File: config.mk
export PLATFORM = sky130hd
export DESIGN_NAME = led_fade_pwm
export DESIGN_NICKNAME = d
export VERILOG_FILES = /design/src/rtl/led_fade_pwm.sv
export SDC_FILE = /design/constraint.sdc
export NUM_CORES = 1
export LEC_CHECK = 0
export CORE_MARGIN = 5
export CORE_UTILIZATION = 60
export CTS_BUF_LIST = sky130_fd_sc_hd__clkbuf_4 sky130_fd_sc_hd__clkbuf_8 sky130_fd_sc_hd__clkbuf_16
export CTS_CLUSTER_DIAMETER = 120
export DETAILED_ROUTE_END_ITERATION = 6
export MAX_ROUTING_LAYER = met4
export PLACE_DENSITY_LB_ADDON = 0.2
export SLEW_MARGIN = 20
export SYNTH_ARGS = -nofsm -noshare
export SYNTH_HDL_FRONTEND = slang
export SYNTH_SLANG_ARGS = --single-unit
File: constraint.sdc
create_clock -name CLK12M -period 6.2 [get_ports CLK12M]
set_input_delay 1.24 -clock CLK12M [delete_from_list [all_inputs] [get_ports CLK12M]]
set_output_delay 1.24 -clock CLK12M [all_outputs]
set_load 0.05 [all_outputs]
File: src/rtl/led_fade_pwm.sv
// ---------------------------------------------------------------------------
// led_fade_pwm
//
// Output stage for the Knight Rider scanner. Each of the 8 LEDs has its own
// brightness register. The register loads full scale while its pattern bit
// is set, and it decays by DECAY_STEP on every decay strobe. A shared PWM
// counter turns each brightness into a duty cycle, so a recently lit LED
// leaves a glowing tail behind the moving dot.
//
// Timebase (all counters free-run):
//   div_cnt : 0..PWM_DIV-1       -> pwm_tick  on the last count
//   pwm_cnt : 0..MAX-1           -> frame_end on pwm_tick at the last count
//   frm_cnt : 0..DECAY_FRAMES-1  -> decay_stb on frame_end at the last count
//
// Ports:
//   CLK12M     in   1  system clock, rising edge
//   reset      in   1  synchronous, active-high
//   pattern_in in   8  LED pattern from the scanner, sampled every cycle
//   fade_en    in   1  1 = PWM with fading tail, 0 = direct pass-through
//   LEDS       out  8  registered LED drive
// ---------------------------------------------------------------------------
module led_fade_pwm #(
    parameter int unsigned PWM_BITS     = 4,    // brightness width, 2..8
    parameter int unsigned PWM_DIV      = 64,   // clocks per PWM step, >= 1
    parameter int unsigned DECAY_FRAMES = 256,  // frames per decay strobe, >= 1
    parameter int unsigned DECAY_STEP   = 2     // decrement per strobe, 1..MAX
) (
    input  logic       CLK12M,
    input  logic       reset,
    input  logic [7:0] pattern_in,
    input  logic       fade_en,
    output logic [7:0] LEDS
);

    localparam int unsigned MAX   = (1 << PWM_BITS) - 1;
    // Counters whose range is a single value still get one bit so the
    // declarations stay legal; they simply sit at zero.
    localparam int unsigned DIV_W = (PWM_DIV > 1)      ? $clog2(PWM_DIV)      : 1;
    localparam int unsigned FRM_W = (DECAY_FRAMES > 1) ? $clog2(DECAY_FRAMES) : 1;

    localparam logic [DIV_W-1:0]    DIV_LAST = DIV_W'(PWM_DIV - 1);
    localparam logic [FRM_W-1:0]    FRM_LAST = FRM_W'(DECAY_FRAMES - 1);
    localparam logic [PWM_BITS-1:0] CNT_LAST = PWM_BITS'(MAX - 1);
    localparam logic [PWM_BITS-1:0] BRI_MAX  = PWM_BITS'(MAX);
    localparam logic [PWM_BITS-1:0] STEP     = PWM_BITS'(DECAY_STEP);

    logic [DIV_W-1:0]          div_cnt;
    logic [PWM_BITS-1:0]       pwm_cnt;
    logic [FRM_W-1:0]          frm_cnt;
    logic [7:0][PWM_BITS-1:0]  bri;
    logic [7:0][PWM_BITS-1:0]  bri_next;
    logic [7:0]                led_next;

    logic pwm_tick;
    logic frame_end;
    logic decay_stb;

    // -----------------------------------------------------------------------
    // Timebase strobes
    // -----------------------------------------------------------------------
    always_comb begin
        pwm_tick  = (div_cnt == DIV_LAST);
        frame_end = pwm_tick && (pwm_cnt == CNT_LAST);
        decay_stb = frame_end && (frm_cnt == FRM_LAST);
    end

    // Prescaler
    always_ff @(posedge CLK12M) begin
        if (reset) begin
            div_cnt <= '0;
        end else if (pwm_tick) begin
            div_cnt <= '0;
        end else begin
            div_cnt <= div_cnt + DIV_W'(1);
        end
    end

    // PWM compare counter: MAX steps per frame, so bri = MAX is never below
    // the counter and the LED is on for the whole frame.
    always_ff @(posedge CLK12M) begin
        if (reset) begin
            pwm_cnt <= '0;
        end else if (frame_end) begin
            pwm_cnt <= '0;
        end else if (pwm_tick) begin
            pwm_cnt <= pwm_cnt + PWM_BITS'(1);
        end
    end

    // Frame counter
    always_ff @(posedge CLK12M) begin
        if (reset) begin
            frm_cnt <= '0;
        end else if (decay_stb) begin
            frm_cnt <= '0;
        end else if (frame_end) begin
            frm_cnt <= frm_cnt + FRM_W'(1);
        end
    end

    // -----------------------------------------------------------------------
    // Per-LED brightness: load beats decay; decay saturates at zero.
    // Brightness tracks pattern_in regardless of fade_en.
    // -----------------------------------------------------------------------
    always_comb begin
        bri_next = bri;
        for (int unsigned i = 0; i < 8; i++) begin
            if (pattern_in[i]) begin
                bri_next[i] = BRI_MAX;
            end else if (decay_stb) begin
                bri_next[i] = (bri[i] > STEP) ? (bri[i] - STEP) : '0;
            end
        end
    end

    always_ff @(posedge CLK12M) begin
        if (reset) begin
            bri <= '0;
        end else begin
            bri <= bri_next;
        end
    end

    // -----------------------------------------------------------------------
    // Output compare. The current brightness is used directly, so a change
    // mid-frame shows up at the very next compare.
    // -----------------------------------------------------------------------
    always_comb begin
        led_next = '0;
        for (int unsigned i = 0; i < 8; i++) begin
            if (fade_en) begin
                led_next[i] = (pwm_cnt < bri[i]);
            end else begin
                led_next[i] = pattern_in[i];
            end
        end
    end

    always_ff @(posedge CLK12M) begin
        if (reset) begin
            LEDS <= '0;
        end else begin
            LEDS <= led_next;
        end
    end

endmodule
Yosys cells after proc, flatten, opt, wreduce, memory -nomap -nowiden. Index checks and enable logic that the tools add are counted.

Reductions and logical operators: 13. Magnitude comparators: 16. Add/sub/neg operators: 11. Multiplexer cells: 32. Equality and inequality tests: 3.

Operators by type and width (number): $mux W4 (24); $gt A4 B2 Y1 const B (8); $lt A4 B4 Y1 (8); $sub A4 B2 Y4 const B (8); $reduce_bool A2 Y1 (8); $add A8 B1 Y8 const B (1); $eq A8 B8 Y1 const B (1); $mux W1 (8); $add A6 B1 Y6 const B (1); $eq A6 B6 Y1 const B (1); $reduce_or A2 Y1 (3); $add A4 B1 Y4 const B (1); $eq A4 B4 Y1 const B (1); $logic_and A1 B1 Y1 (2).

Bits of input ports: 11. Bits in registers: 58. Logic and storage cells: 87.

Logic depth before layout (Yosys ltp).
Depth in word-level cells: 5. Gate-level depth with buffers: 8.

Worst setup path after synthesis. No wires, ideal clock.

Path type: input to register. Start: input reset. End: register LEDS[0]. Path slack: 3.815 ns. Path buffers: 3. Required time: 6.086 ns. Cell stages on the path: 6. Arrival: 2.271 ns. Setup time: 0.114 ns. Cells stage by stage: clkbuf_1 nand2b_1 clkbuf_1 clkbuf_1 nor3_1 a21o_1.

RTL lines: from (decl) (line 29) `input logic reset,`; to (signal assigned) (line 143) `LEDS <= led_next;`; to (decl) (line 32) `output logic [7:0] LEDS`.

Worst setup path in the final report.
Start: register pwm_cnt[1]. End: register bri[19] in the netlist's numbering.

Cells in the longest elaborated chain, start to end: 4.

RTL lines: from (decl) (line 48) `logic [PWM_BITS-1:0] pwm_cnt;`; from (signal assigned) (line 86) `pwm_cnt <= pwm_cnt + PWM_BITS'(1);`; $eq A4 B4 Y1 (line 63) `frame_end = pwm_tick && (pwm_cnt == CNT_LAST);`; $logic_and A1 B1 Y1 (line 63); $logic_and A1 B1 Y1 (line 64) `decay_stb = frame_end && (frm_cnt == FRM_LAST);`; $reduce_bool A2 Y1 (no source line); to (signal assigned) (line 120) `bri <= bri_next;`; to (decl) (line 50) `logic [7:0][PWM_BITS-1:0] bri;`.

Every way passes these cells. A chain may end at the register's enable or synchronous reset.

==> out/results.txt <==
Status: finished, final reports clean
Yosys Warn Count: 0
Relative slew margins: 34.6%
Worst Max-Slew Pin Slew: 981 ps
WL per Instance: 15.0 µm
Synth Register Bits: 58
CTS H-tree depth: 3
Synth top area share: 36.6%
Layout area overhead: 12.2%
Mean area per synthesized cell: 8.64 µm²
Max-cap violation count: 0
# resized after CTS: 0
Tmin final: 2890 ps
Most frequent cell after synthesis: dfxtp_1
Critical Path, Cell by Cell: ha_1 > nand4_2 > or4_4 > or4_1 > a31oi_1
CTS tree: done
Simple-Gate Fraction of Synth Area: 14.6%
Crit path kind: flop to flop
Max Slew Vio Count: 0
Nets: 430
Synth cell count leaders: dfxtp_1 (58), inv_1 (40), ha_1 (36), nand2_1 (25), o21ai_0 (25)
Die Span X: 82.7 µm
Syn_nets: 414
Core Rows: 26
CTS Sinks: 58
Layout cells sized above 1: 5.43%
Drt pass-1 iters: 4
PD cells: 235 nW/µm²
Pin count of the biggest net entering global routing: 53
Cts bufs inserted: 9
Pleak: 1.48 nW
Worst path slowest cell: or4_4
Hold Vio Cnt, Final: 0
Core Area: 5110 µm²
DRT antenna net count: 0
DR iter-0 viols: 118
Startpoint types: flop
Vias: 2,736
Largest family of logic cells by synthesized area: compound AO/OA/AOI/OAI gates
Synth Instances: 367
Vias in the first global route: 2,738
Max VDD drop: 0.171 mV
Die Ht: 82.7 µm
Final WL: 6870 µm
Mux cell area share after synthesis: 0.316%
Total GRT Usage: 23.8%
Post-synthesis sequential area ratio: 36.6%
First-pass GRT wire length: 12,100 µm
RSZ-0062 raised after global routing: no
Number of enable flip-flop cells after synthesis: 0
Port buffer count: 18
Clock transition at path regs: 60 ps
Synth Cell Area: 3170 µm²
Hold buffers post-CTS: 0
Io pins: 19
Crit path from: pwm_cnt[1]
Final Instance Area: 3560 µm²
Crit path buf inv count: 0
Synth Area in Adders: 14.2%
Clk_lat worst skew: 330 ps
Period utilization: 46.6%
Crit path max fanout: 39
Initial core utilization: 62.1%
CTS root buf: clkbuf_8
Required @ worst endpoint: 6450 ps
Post-DP HPWL: 4540 µm
Hold Path Class: flop to flop
Reg2reg start: pwm_cnt[1]
Ys flop type: dfxtp_1
Antenna Cells: 0
Max Clk Rate: 346 MHz
Clk_skew: 10.1 ps
Final setup fails: 0
Bufs on Longest Clock Path: 2
Vias per std cell: 5.99
Final Wtd Congestion: 0.840
Die area: 6840 µm²
Fraction of registers with async set/reset: 0%
Postcts setup bufs: 0
Worst path top cell family by delay: simple AND/OR/NAND/NOR gates
Grt ovf: 0
CP endpoint kind: flop
Top cells by area, synth: dfxtp_1 (37%), ha_1 (14%), inv_1 (4.7%)
Arrival time worst endpoint: 3140 ps
Post-DP Area: 3380 µm²
Total Neg Setup Slack: 0 ps
DRC violations left: 0
Yosys cell types: 38
Initial antenna violation count: 0
Worst path max stage delay: 810 ps
Xor/xnor share of the synthesized area: 2.49%
Hold path start: div_cnt[0]
Compound-Gate Fraction of Synth Area: 24.9%
Post-synth top area cell: dfxtp_1
==> metrics by stage <==
stage	util (%)	instances	hold slack (ps)	worst slack (ps)	total power, mW
final	69.6	457	465	3310	0.835
after floorplan	-	367	433	3810	0.496
after global placement	66.2	442	452	3260	0.528
after global routing	69.6	457	505	3130	0.882
after detailed placement	66.2	442	461	3200	0.533
after CTS	69.6	457	470	3320	0.845
==> final timing paths <==
kind	end	slack, ps	cells past startpoint
max	bri[19]	3310	5
min	div_cnt[0]	470	1
max reg2reg	bri[19]	3310	5
min reg2reg	div_cnt[0]	470	1
==> routing by layer <==
| metal | wire [µm] | up-vias | part of all wire, % | track usage (%) |
|---|---|---|---|---|
| met1 | 3030 | 1270 | 44 | 28.1 |
| li1 | - | 1382 | - | - |
| met4 | 114 | 0 | 1.7 | 10.1 |
| met2 | 3340 | 74 | 49 | 39.3 |
| met5 | 0 | - | 0 | - |
| met3 | 387 | 10 | 5.6 | 4.66 |
==> power breakdown <==
part	switching, mW	internal [mW]	leakage (nW)
Sequential	0.0165	0.395	0.481
Clock	0.142	0.167	0.0954
Combinational	0.0695	0.0445	0.904
Total	0.228	0.607	1.48
==> final cells by class <==
class | instances | area [µm²]
Multi-Input combinational cell | 254 | 1800
Timing Repair Buffer | 19 | 183
Sequential cell | 58 | 1160
Inverter | 41 | 154
Clock buffer | 12 | 159
Clock inverter | 3 | 15.0
Fill cell | 420 | 1550
Tap cell | 70 | 87.6
==> sequential cells by signal (all words and copies together), names as in the netlist <==
| signal | flops |
|---|---|
| pwm_cnt | 4 |
| div_cnt | 6 |
| bri | 32 |
| frm_cnt | 8 |
| LEDS | 8 |
==> logic make-up after synthesis <==
| group | count (synthesis) |
|---|---|
| multiplexers | 1 |
| adder cells (fa/ha/maj) | 36 |
| flip-flops | 58 |
| AO/OA/AOI/OAI | 114 |
| buffers and inverters | 55 |
| XOR/XNOR | 9 |
| AND/OR/NAND/NOR | 94 |
==> cells in the final DEF, fill, tap and decap left out, types with 11 or more instances in the layout <==
master           synthesis  layout
nand2_1                 25      25
dfxtp_1                 58      58
clkbuf_8                 0      11
nor2_1                  22      22
nor3_1                  19      19
a311oi_1                16      16
inv_1                   40      40
ha_1                    36      36
a21oi_1                 15      15
o21ai_0                 25      25
clkdlybuf4s50_1          0      17
Power figures use the tool's default switching activity.
==> RTL edit 1 (same flow settings) <==
One comparison of `pwm_cnt` changes from == to >=.
--- a/src/rtl/led_fade_pwm.sv
+++ b/src/rtl/led_fade_pwm.sv
@@ -60,7 +60,7 @@
     // -----------------------------------------------------------------------
     always_comb begin
         pwm_tick  = (div_cnt == DIV_LAST);
-        frame_end = pwm_tick && (pwm_cnt == CNT_LAST);
+        frame_end = pwm_tick && (pwm_cnt >= CNT_LAST);
         decay_stb = frame_end && (frm_cnt == FRM_LAST);
     end
 
Formal check against the unedited RTL: no difference found for any inputs over 10 cycles, from zero or initial values and one cycle with reset high; that may be too few to reach the edited logic, so the function may still have changed.
==> RTL edit 1 against the unedited design <==
  * Setup slack got worse by 0.29 ns
  * Cell area decreased by 2.0%
  * Synthesized area fell by 1.7%
  * Hold slack got worse by 0.0037 ns
  * Wire length decreased by 7.9%
  * Power about the same
  * Sequential cell count stayed put
  * Critical path depth up 1
  * Highest routed layer unchanged
==> RTL edit 1: results (changes against the unedited design) <==
The run finished with clean final reports. The cell total after placement came out at 423 (-4.3%). By area the synthesized netlist is led by dfxtp_1 37%, ha_1 14%, inv_1 4.5%. The worst slack on hold paths is 0.461 ns (-0.00374 ns).

The proportion of layout cells with a drive suffix above 1 is 5.42% (-0.0063 points). The final design instance area without fill was 3490 µm² (-2.0%). The register-to-register setup slack is 3.02 ns (-0.29 ns). The actual transition at the worst max-transition pin is 0.914 ns (-0.0668 ns). The global router's overall resource usage came out at 22.4% (-1.4 points).

The data arrival time of the critical path came to 3.44 ns (+0.30 ns). The slowest stage of the critical path is the nand2_1 cell. The maximum number of pins on one net before global-route repair is 64 (+21%). The wire length of the first global-routing pass is 11300 µm (-7.3%).

The count of flip-flops and latches came to 58 (unchanged). The count of non-CTS inverters in the layout is 37 (-9.8%). The mean area per synthesized cell was 8.85 µm² (+2.5%). The area fraction of clock buffers and clock inverters came out at 5.03% (+0.13 points).

The violation count after the first detailed-route iteration is 143 (+21%). The non-filler instance count after layout came out at 439 (-3.9%). The total leakage power came out at 1.56 nW (+5.4%). The multi-input combinational area share was 49.9% (-0.60 points).

By count the netlist is led by 58 x dfxtp_1, 37 x inv_1, 36 x ha_1. The placed wire-length estimate after detailed placement is 4110 µm (-9.4%). The number of nets produced by synthesis came out at 399 (-3.6%). The worst clock skew on the final layout is 0.00570 ns (-0.00440 ns). The clock tree buffer count of the final layout is 13 (+1). The detailed-router iteration count before antenna repair came to 5 (+1). The buffer share of cell area came to 5.24% (+0.10 points).

The routed length per placed instance was 14.4 µm (-4.1%). The largest driver fanout on the critical path is 30 (-23%). The multi-input gate count came out at 239 (-5.9%). The worst path setup slack after routing was 3.02 ns (-0.293 ns).

The switching power summed over all nets came out at 0.227 mW (-0.70%). The delay of the slowest cell on the worst path came out at 0.73 ns (-0.08 ns). The number of global-route vias before repair was 2498 (-8.8%). The sequential area share after synthesis came out at 37.3% (+0.62 points). The final-layout fill cell count is 439 (+4.5%). The critical path ends at bri[30]. The peak supply drop is 145 µV (-15%). The total cell area at the placement stage is 3310 µm² (-2.1%).

The unique cell type count in the Yosys netlist is 34 (-11%).
-- RTL edit 1: cell families after synthesis --
logic type      after synthesis  share of synthesized area (%)
flops                        58                           37.3
compound gates               93                           21.4
simple gates                 98                           16.5
mux                           1                          0.321
xor+xnor                     11                           3.09
fa+ha+maj                    36                           14.5
buf+inv                      55                           6.95
-- RTL edit 1: power groups by stage --
stage,logic [mW],registers [mW],clock network (mW)
3_5_place_dp,0.111,0.417,0
6_report,0.112,0.409,0.313
2_1_floorplan,0.0631,0.430,0
5_1_grt,0.126,0.412,0.336
3_3_place_gp,0.108,0.417,0
4_1_cts,0.112,0.409,0.319
-- RTL edit 1: routing by layer --
metal | up-vias | GRT usage [%] | wire length [µm]
met5 | - | - | 0
met3 | 9 | 4.39 | 277
met2 | 60 | 35.1 | 2880
li1 | 1301 | - | -
met1 | 1203 | 27.6 | 3060
met4 | 0 | 10.5 | 117
==> RTL edit 2 (same flow settings) <==
Made on the original files. Set the parameter `PWM_BITS` to 3 (it was 4).
--- a/src/rtl/led_fade_pwm.sv
+++ b/src/rtl/led_fade_pwm.sv
@@ -20,7 +20,7 @@
 //   LEDS       out  8  registered LED drive
 // ---------------------------------------------------------------------------
 module led_fade_pwm #(
-    parameter int unsigned PWM_BITS     = 4,    // brightness width, 2..8
+    parameter int unsigned PWM_BITS     = 3,    // brightness width, 2..8
     parameter int unsigned PWM_DIV      = 64,   // clocks per PWM step, >= 1
     parameter int unsigned DECAY_FRAMES = 256,  // frames per decay strobe, >= 1
     parameter int unsigned DECAY_STEP   = 2     // decrement per strobe, 1..MAX
Function: same outputs for any inputs over 10 cycles, from zero or initial values and one cycle with reset high; that may be too few to reach the edited logic, so the function may still have changed.
==> RTL edit 2 against the unedited design <==
  * Synthesized area decreased by 23%
  * Count of clock-buffer cells in the layout decreased by 4
  * Cell area decreased by 23%
  * Setup slack improved by 0.21 ns
  * Via count decreased by 32%
  * Die area decreased by 20%
  * Power decreased by 27%
  * Non-clock buffer count increased by 1
  * Clock skew decreased by 0.0029 ns
  * Wire length decreased by 34%
  * Sequential cell count decreased by 9
  * Utilization decreased by 0.81 points
  * Largest cell class unchanged
==> RTL edit 2: results (changes against the unedited design) <==
The run finished with clean final reports. The H-tree depth reported by CTS came out at 2 (-1). The combinational share of power came out at 12.0% (-1.7 points). The final routed wirelength across all metal layers was 4540 µm (-34%).

The global placement routability congestion came out at 0.746 (-11%). The placed wire-length estimate after detailed placement came to 3060 µm (-33%). The number of CTS-inserted buffers came to 5 (-4). The largest registers in the layout are bri x24, LEDS x8, frm_cnt x8. The start point of the critical path is LEDS[7]. The peak supply drop was 139 µV (-18%). The sequential area share after synthesis is 40.2% (+3.6 points). The end of the worst register-to-register path is bri[16]. After synthesis, the cell types taking the most area are dfxtp_1 40%, ha_1 10%, a21oi_1 9.4%. The cell total after placement came out at 336 (-24%). The register-to-register setup slack came to 3.77 ns (+0.46 ns). The combinational cell power came out at 0.0734 mW (-36%).

The number of nets produced by synthesis is 308 (-26%). The most critical setup path has its endpoint at LEDS[7]. The commonest cells after synthesis are 49 x dfxtp_1, 46 x a21oi_1, 36 x inv_1. The worst clock skew on the final layout is 0.00720 ns (-0.00291 ns). The number of global-route vias before repair is 1723 (-37%).

The maximum number of pins on one net before global-route repair came out at 50 (-5.7%). The unique cell type count in the Yosys netlist came out at 31 (-18%). The largest driver fanout on the critical path is 1 (-97%). The worst setup slack before clock tree synthesis came to 3.74 ns (+0.543 ns).

Among cell families on the critical path, the largest total delay comes from buffers and inverters. The violation count after the first detailed-route iteration is 86 (-27%). The data arrival time of the critical path came out at 1.44 ns (-1.70 ns). The relative slew slack came to 56.2% (+22 points).

The total cell area at the placement stage came out at 2640 µm² (-22%). The power of the sequential group is 0.346 mW (-16%).
[RTL edit 2: cell count changes in the layout (fill, tap and decap cells not counted), sizes merged, moves of 8 or more]
cell / change
a21oi: +31
nand2: -22
ha: -16
nand2b: +15
nor2: -13
a311oi: -12
a31oi: -10
dfxtp: -9
a21boi: -8
a21o: -8
nor2b: +8
[RTL edit 2: layout make-up]
class | count | area, µm²
well taps | 50 | 62.6
inverters | 36 | 135
repair buffers | 20 | 195
fillers | 327 | 1240
flip-flops and latches | 49 | 981
multi-input cells | 181 | 1270
clock buffers | 8 | 91.3
[RTL edit 2: logic make-up after synthesis]
| family | count (synthesis) | synth area share [%] |
|---|---|---|
| AO/OA/AOI/OAI | 81 | 20.6 |
| XOR/XNOR | 10 | 3.59 |
| adder cells (fa/ha/maj) | 20 | 10.3 |
| buffers and inverters | 47 | 7.75 |
| flip-flops | 49 | 40.2 |
| multiplexers | 1 | 0.411 |
| AND/OR/NAND/NOR | 69 | 17.1 |
[RTL edit 2: routing by layer]
metal	GRT usage [%]	wire length, µm
met3	3.42	126
met1	23.5	2130
met2	29.6	2200
met5	-	0
met4	7.85	91
[RTL edit 2: worst register-to-register path: stages, from the launching register on]
cell	delay (ns)
dfxtp_1	0.65
ha_1	0.39
nand4_4	0.16
nor4_4	0.51
buf_4	0.28
a211oi_1	0.10
a311oi_1	0.25
[RTL edit 2: how the worst min path moves through the flow]
stage                     cells after the start     from       to  slack [ns]
after floorplan                               2   bri[0]   bri[0]        0.45
after global placement                        2   bri[0]   bri[0]        0.46
after detailed placement                      2   bri[0]   bri[0]        0.47
after CTS                                     2   bri[0]   bri[0]        0.48
after global routing                          2  bri[12]  bri[12]        0.49
final                                         2  bri[21]  bri[21]        0.47
